==> src/rtl/pipe_ctrl_pkg.sv <==
// Shared encodings for the pipeline control unit: stall/flush levels, stall vectors,
// exception type codes and the FSM state type.
package pipe_ctrl_pkg;

    localparam logic Stall   = 1'b1;
    localparam logic NoStall = 1'b0;
    localparam logic FLUSH   = 1'b1;

    localparam logic [5:0] STALL_NONE = 6'b000000;
    localparam logic [5:0] STALL_ID   = 6'b000111;
    localparam logic [5:0] STALL_EX   = 6'b001111;
    localparam logic [5:0] STALL_MEM  = 6'b011111;

    localparam logic [31:0] EXC_INT          = 32'h0000_0001;
    localparam logic [31:0] EXC_SYSCALL      = 32'h0000_0008;
    localparam logic [31:0] EXC_INST_INVALID = 32'h0000_000a;
    localparam logic [31:0] EXC_OV           = 32'h0000_000c;
    localparam logic [31:0] EXC_TRAP         = 32'h0000_000d;
    localparam logic [31:0] EXC_ERET         = 32'h0000_000e;

    localparam logic [31:0] EXC_VECTOR_DEFAULT = 32'h0000_0020;

    typedef enum logic [0:0] {
        StRun,
        StFlush
    } pipe_state_e;

    // Deepest requesting stage wins; a later stage stall must freeze everything before it.
    function automatic logic [5:0] stall_vec(input logic req_mem, input logic req_ex,
                                             input logic req_id);
        if (req_mem == Stall) begin
            return STALL_MEM;
        end else if (req_ex == Stall) begin
            return STALL_EX;
        end else if (req_id == Stall) begin
            return STALL_ID;
        end
        return STALL_NONE;
    endfunction

endpackage

==> src/rtl/pipe_ctrl_sat.sv <==
// Saturating up-counter with synchronous clear and enable; holds at Limit.
module sat_counter #(
    parameter int unsigned     Width = 8,
    parameter logic [Width-1:0] Limit = '1
) (
    input  logic             clk_i,
    input  logic             rst_ni,
    input  logic             clr_i,
    input  logic             en_i,
    output logic [Width-1:0] count_o
);

    logic [Width-1:0] count_q, count_d;

    always_comb begin
        count_d = count_q;
        if (clr_i) begin
            count_d = '0;
        end else if (en_i && (count_q != Limit)) begin
            count_d = count_q + 1'b1;
        end
    end

    always_ff @(posedge clk_i) begin
        if (!rst_ni) begin
            count_q <= '0;
        end else begin
            count_q <= count_d;
        end
    end

    assign count_o = count_q;

endmodule

==> src/rtl/pipe_ctrl.sv <==
// Pipeline control: arbitrates stage stall requests and sequences exception flushes
// with the redirect PC; keeps stall statistics for debug.
module pipe_ctrl
    import pipe_ctrl_pkg::*;
#(
    parameter logic [31:0] EXC_VECTOR   = EXC_VECTOR_DEFAULT,
    parameter int unsigned FLUSH_CYCLES = 1,
    parameter int unsigned MAX_STALL    = 255,
    parameter int unsigned CNT_W        = 16
) (
    input  logic             clk,
    input  logic             rst,
    input  logic             stallreq_id,
    input  logic             stallreq_ex,
    input  logic             stallreq_mem,
    input  logic [31:0]      mem_excepttype,
    input  logic [31:0]      cp0_epc,
    output logic [5:0]       stall,
    output logic             flush,
    output logic [31:0]      new_pc,
    output logic [CNT_W-1:0] stall_cycles,
    output logic             stall_timeout
);

    localparam int unsigned RunW      = $clog2(MAX_STALL + 1);
    localparam logic [2:0]  FlushInit = 3'(FLUSH_CYCLES - 1);

    pipe_state_e     state_q;
    logic [2:0]      flush_cnt_q;
    logic [31:0]     held_pc_q;
    logic            timeout_q;

    logic            exc_taken;
    logic            flush_int;
    logic [5:0]      stall_int;
    logic [31:0]     pc_int;
    logic            stalling;
    logic [RunW-1:0] run_cnt;
    logic [CNT_W-1:0] total_cnt;

    always_comb begin
        exc_taken = (state_q == StRun) && (mem_excepttype != '0);
        stall_int = STALL_NONE;
        flush_int = 1'b0;
        pc_int    = '0;
        if (state_q == StFlush) begin
            flush_int = FLUSH;
            pc_int    = held_pc_q;
        end else if (exc_taken) begin
            flush_int = FLUSH;
            pc_int    = (mem_excepttype == EXC_ERET) ? cp0_epc : EXC_VECTOR;
        end else begin
            stall_int = stall_vec(stallreq_mem, stallreq_ex, stallreq_id);
        end
    end

    assign stalling = (stall_int != STALL_NONE);

    always_ff @(posedge clk) begin
        if (!rst) begin
            state_q     <= StRun;
            flush_cnt_q <= '0;
            held_pc_q   <= '0;
            timeout_q   <= 1'b0;
        end else begin
            if (stalling && (run_cnt == RunW'(MAX_STALL - 1))) begin
                timeout_q <= 1'b1;
            end
            unique case (state_q)
                StRun: begin
                    if (exc_taken) begin
                        held_pc_q <= pc_int;
                        if (FLUSH_CYCLES > 1) begin
                            state_q     <= StFlush;
                            flush_cnt_q <= FlushInit;
                        end
                    end
                end
                StFlush: begin
                    if (flush_cnt_q <= 3'd1) begin
                        state_q <= StRun;
                    end
                    flush_cnt_q <= flush_cnt_q - 3'd1;
                end
                default: state_q <= StRun;
            endcase
        end
    end

    // Length of the current uninterrupted stall run, feeds the timeout detector.
    sat_counter #(
        .Width (RunW),
        .Limit (RunW'(MAX_STALL))
    ) u_run_cnt (
        .clk_i   (clk),
        .rst_ni  (rst),
        .clr_i   (!stalling || flush_int),
        .en_i    (stalling),
        .count_o (run_cnt)
    );

    sat_counter #(
        .Width (CNT_W),
        .Limit ({CNT_W{1'b1}})
    ) u_total_cnt (
        .clk_i   (clk),
        .rst_ni  (rst),
        .clr_i   (1'b0),
        .en_i    (stalling),
        .count_o (total_cnt)
    );

    // Everything reads zero while reset is held, independent of the clock.
    assign stall         = rst ? stall_int : '0;
    assign flush         = rst ? flush_int : 1'b0;
    assign new_pc        = rst ? pc_int    : '0;
    assign stall_cycles  = rst ? total_cnt : '0;
    assign stall_timeout = rst ? timeout_q : 1'b0;

endmodule

==> config.mk <==
export PLATFORM = sky130hd
export DESIGN_NAME = pipe_ctrl
export DESIGN_NICKNAME = d
export VERILOG_FILES = /design/src/rtl/pipe_ctrl_pkg.sv /design/src/rtl/pipe_ctrl_sat.sv /design/src/rtl/pipe_ctrl.sv
export SDC_FILE = /design/constraint.sdc
export NUM_CORES = 1
export LEC_CHECK = 0
export BUFFER_PORTS_ARGS = -buffer_cell sky130_fd_sc_hd__buf_2
export CAP_MARGIN = 5
export CORE_UTILIZATION = 48
export DETAILED_ROUTE_END_ITERATION = 7
export PLACE_DENSITY = 0.8
export SLEW_MARGIN = 20
export SYNTH_ARGS = -nofsm -noshare
export SYNTH_HDL_FRONTEND = slang
export SYNTH_SLANG_ARGS = --single-unit
export TNS_END_PERCENT = 1
==> constraint.sdc <==
create_clock -name clk -period 4.15 [get_ports clk]
set_input_delay 0.83 -clock clk [delete_from_list [all_inputs] [get_ports clk]]
set_output_delay 0.83 -clock clk [all_outputs]
set_load 0.02 [all_outputs]
==> impl_metrics.json <==
{
  "worst_pin_slew_ns": 0.6574,
  "min_period_ns": 3.471,
  "dieArea_um2": 6418,
  "netlist_area_um2": 2929,
  "ctsResizeCount": 0,
  "grt_start_max_net_pins": 63,
  "cts.sinks": 61,
  "post_cts_buffers": 0,
  "drt_iter0_drc": 119,
  "cts_buffer_depth": 2,
  "overflow": 0,
  "skew_ns": 0.004013,
  "ir_worst_vdd_mv": 0.2156,
  "cts_root_buf": "clkbuf_8",
  "rows": 28,
  "cp-end-kind": "primary output",
  "coreArea_um2": 5886,
  "place_congestion": 0.7848,
  "p_sw_mw": 0.2369,
  "wl_per_cell_um": 13.62,
  "vias": 2880,
  "grt_antenna_before_repair": 0,
  "clkPwrFrac_pct": 40.5,
  "nFillCells": 516,
  "synth_warnings": 0,
  "synth-edff-count": 0,
  "drt_wl_total_mm": 6.975,
  "design_area_um2": 3765,
  "yosysTopAreaCellShare_pct": 41.69,
  "p_sw_share_pct": 21.95,
  "drive_gt1_share_pct": 35.01,
  "leakage_nw": 1.706,
  "netlist_top_cells_count": "62 x a22o_1, 61 x dfxtp_1, 30 x nor2_1",
  "ys_async_sr_fraction_pct": 0,
  "hold_viol": 0,
  "yosysMostFrequentCell": "a22o_1",
  "cts_buffers": 9,
  "cts.htree.levels": 3,
  "hp-class": "reg -> reg",
  "die_w_um": 80.12,
  "io_pins": 125,
  "hold_buffers": 0,
  "fp.dieH_um": 80.12,
  "synth_top_cell_by_area": "dfxtp_1",
  "ys_seq_area_share_pct": 41.69,
  "seqPwrFrac_pct": 54.3,
  "tns_ns": 0,
  "yosysUniqueCellTypes": 40,
  "comb_power_share_pct": 5.2,
  "grt_use_total_pct": 22.35,
  "slew_viol_final": 0,
  "syn-instance-count": 315,
  "intPower_mw": 0.8424,
  "fin_crit_sh_pct": 83.64,
  "critPathKind": "in -> out",
  "maxCapViolCount": 0,
  "ys_seq_elements": 61,
  "start_util_pct": 49.77,
  "dr.pass1.iters": 4,
  "crit_arrival_ns": 2.64,
  "syn-mean-instance-area_um2": 9.299,
  "port_buffers": 123,
  "syn-num-nets": 389,
  "slew_headroom_pct": 56.12,
  "dominantRegCellSynth": "dfxtp_1",
  "vias_per_cell": 5.625,
  "critPathMaxFanout": 62,
  "final_nets": 507,
  "ant_nets": 0,
  "insertion_delay_ns": 0.33,
  "rsz0062_at_grt": "no",
  "placed_cell_area_um2": 3606,
  "crit_required_ns": 3.32,
  "fmax_mhz": 288.1,
  "power.density_nw_per_um2": 286.7,
  "cts_tree": "done",
  "setup_viol": 0,
  "syn_to_final_growth_pct": 28.53,
  "grt_pass1_wl_mm": 11.16,
  "grt_pass1_vias": 2618,
  "status": "finished, final reports clean",
  "utilization_pct": 63.97,
  "startpoint_type": "input port",
  "synth.area.top_cells": "dfxtp_1 42%, a22o_1 19%, nor2_1 3.8%",
  "clk_pin_slew_worst_paths_ns": 0.06,
  "hpwl_mm": 4.863,
  "route.detailed.drc": 0,
  "antenna_cells": 0
}
## layout make-up
| class | instances | area (µm²) | area share (%) |
|---|---|---|---|
| Multi-Input combinational cell | 224 | 1588 | 42.17 |
| Sequential cell | 61 | 1221 | 32.44 |
| Timing Repair Buffer | 129 | 673.1 | 17.88 |
| Clock buffer | 13 | 148.9 | 3.955 |
| Tap cell | 75 | 93.84 | 2.493 |
| Inverter | 8 | 30.03 | 0.7976 |
| Clock inverter | 2 | 10.01 | 0.2659 |
## through the flow
stage	hold WS (ns)	setup WS, ns	instances	total power [mW]
6_report	0.4772	0.6789	512	1.079
5_1_grt	0.4922	0.5031	512	1.123
4_1_cts	0.4804	0.6474	512	1.094
3_5_place_dp	0.4551	0.6619	497	0.6555
3_3_place_gp	0.4574	0.6806	497	0.6537
2_1_floorplan	0.4433	0.4719	315	0.6147
## cell usage in the layout (no fill, tap or decap), types with 2 or more instances in the layout
cell type / Yosys / layout
xnor2_1: 5 / 5
mux2_1: 3 / 3
and3_1: 3 / 3
buf_4: 3 / 5
o21ai_0: 8 / 8
ha_1: 5 / 5
nor4_1: 6 / 6
and2_1: 17 / 17
clkbuf_8: 0 / 10
clkbuf_1: 17 / 3
xor2_1: 4 / 4
or4_1: 2 / 2
nand2b_1: 2 / 2
nor3_1: 7 / 6
a211oi_1: 2 / 2
nand4_1: 12 / 12
dfxtp_1: 61 / 61
clkinv_2: 0 / 2
nor2_1: 30 / 29
o31ai_1: 3 / 3
nand2_1: 9 / 9
mux2_2: 5 / 5
a21oi_1: 7 / 6
nand3_1: 11 / 11
buf_2: 0 / 123
inv_1: 8 / 8
or3_1: 6 / 6
and4_1: 3 / 3
a22o_1: 62 / 62
## worst max-delay path: stages
cell and delay (ns):
buf_2 0.09, nor4_1 0.29, nand4_1 0.17, or2_2 0.35
nor3_2 0.26, buf_12 0.27, a22o_1 0.19, buf_2 0.16
## worst paths after layout
check                                         from                 endpoint  slack, ns  cells past startpoint
worst max register to register             state_q  u_total_cnt.count_o[14]       1.53                      5
worst max-delay path            mem_excepttype[16]               new_pc[20]       0.68                      8
worst min register to register       held_pc_q[18]            held_pc_q[18]       0.48                      1
worst min-delay path                 held_pc_q[18]            held_pc_q[18]       0.48                      1
## power groups by stage
stage | registers, mW | clock network [mW] | logic, mW
2_1_floorplan | 0.599 | 0 | 0.0156
3_3_place_gp | 0.599 | 0 | 0.0545
3_5_place_dp | 0.599 | 0 | 0.0563
4_1_cts | 0.586 | 0.451 | 0.0565
5_1_grt | 0.586 | 0.475 | 0.0625
6_report | 0.586 | 0.437 | 0.0562
## sequential cells by signal, summed over array words and instances (netlist names)
register and count:
u_total_cnt.count_o 16, state_q 1, held_pc_q 32, u_run_cnt.count_o 8, timeout_q 1, flush_cnt_q 3
## layer usage
layer	share of wire (%)	global-route usage, %	vias up	routed length [µm]
met3	8.5	5.341	15	594
met1	44	26.66	1320	3058
met4	2.1	11.07	0	146
met5	0	0	-	0
met2	46	37.44	128	3175
li1	-	-	1417	-
## cells by family after synthesis
kind of cell,count (synthesis),share of synthesized area [%]
XOR/XNOR,9,2.691
other,1,0.1280
multiplexers,8,3.075
flip-flops,61,41.69
AND/OR/NAND/NOR,111,20.38
buffers and inverters,30,4.485
adder cells (fa/ha/maj),5,2.136
AO/OA/AOI/OAI,90,25.42
Note: power is estimated with default switching activity, not from simulation.
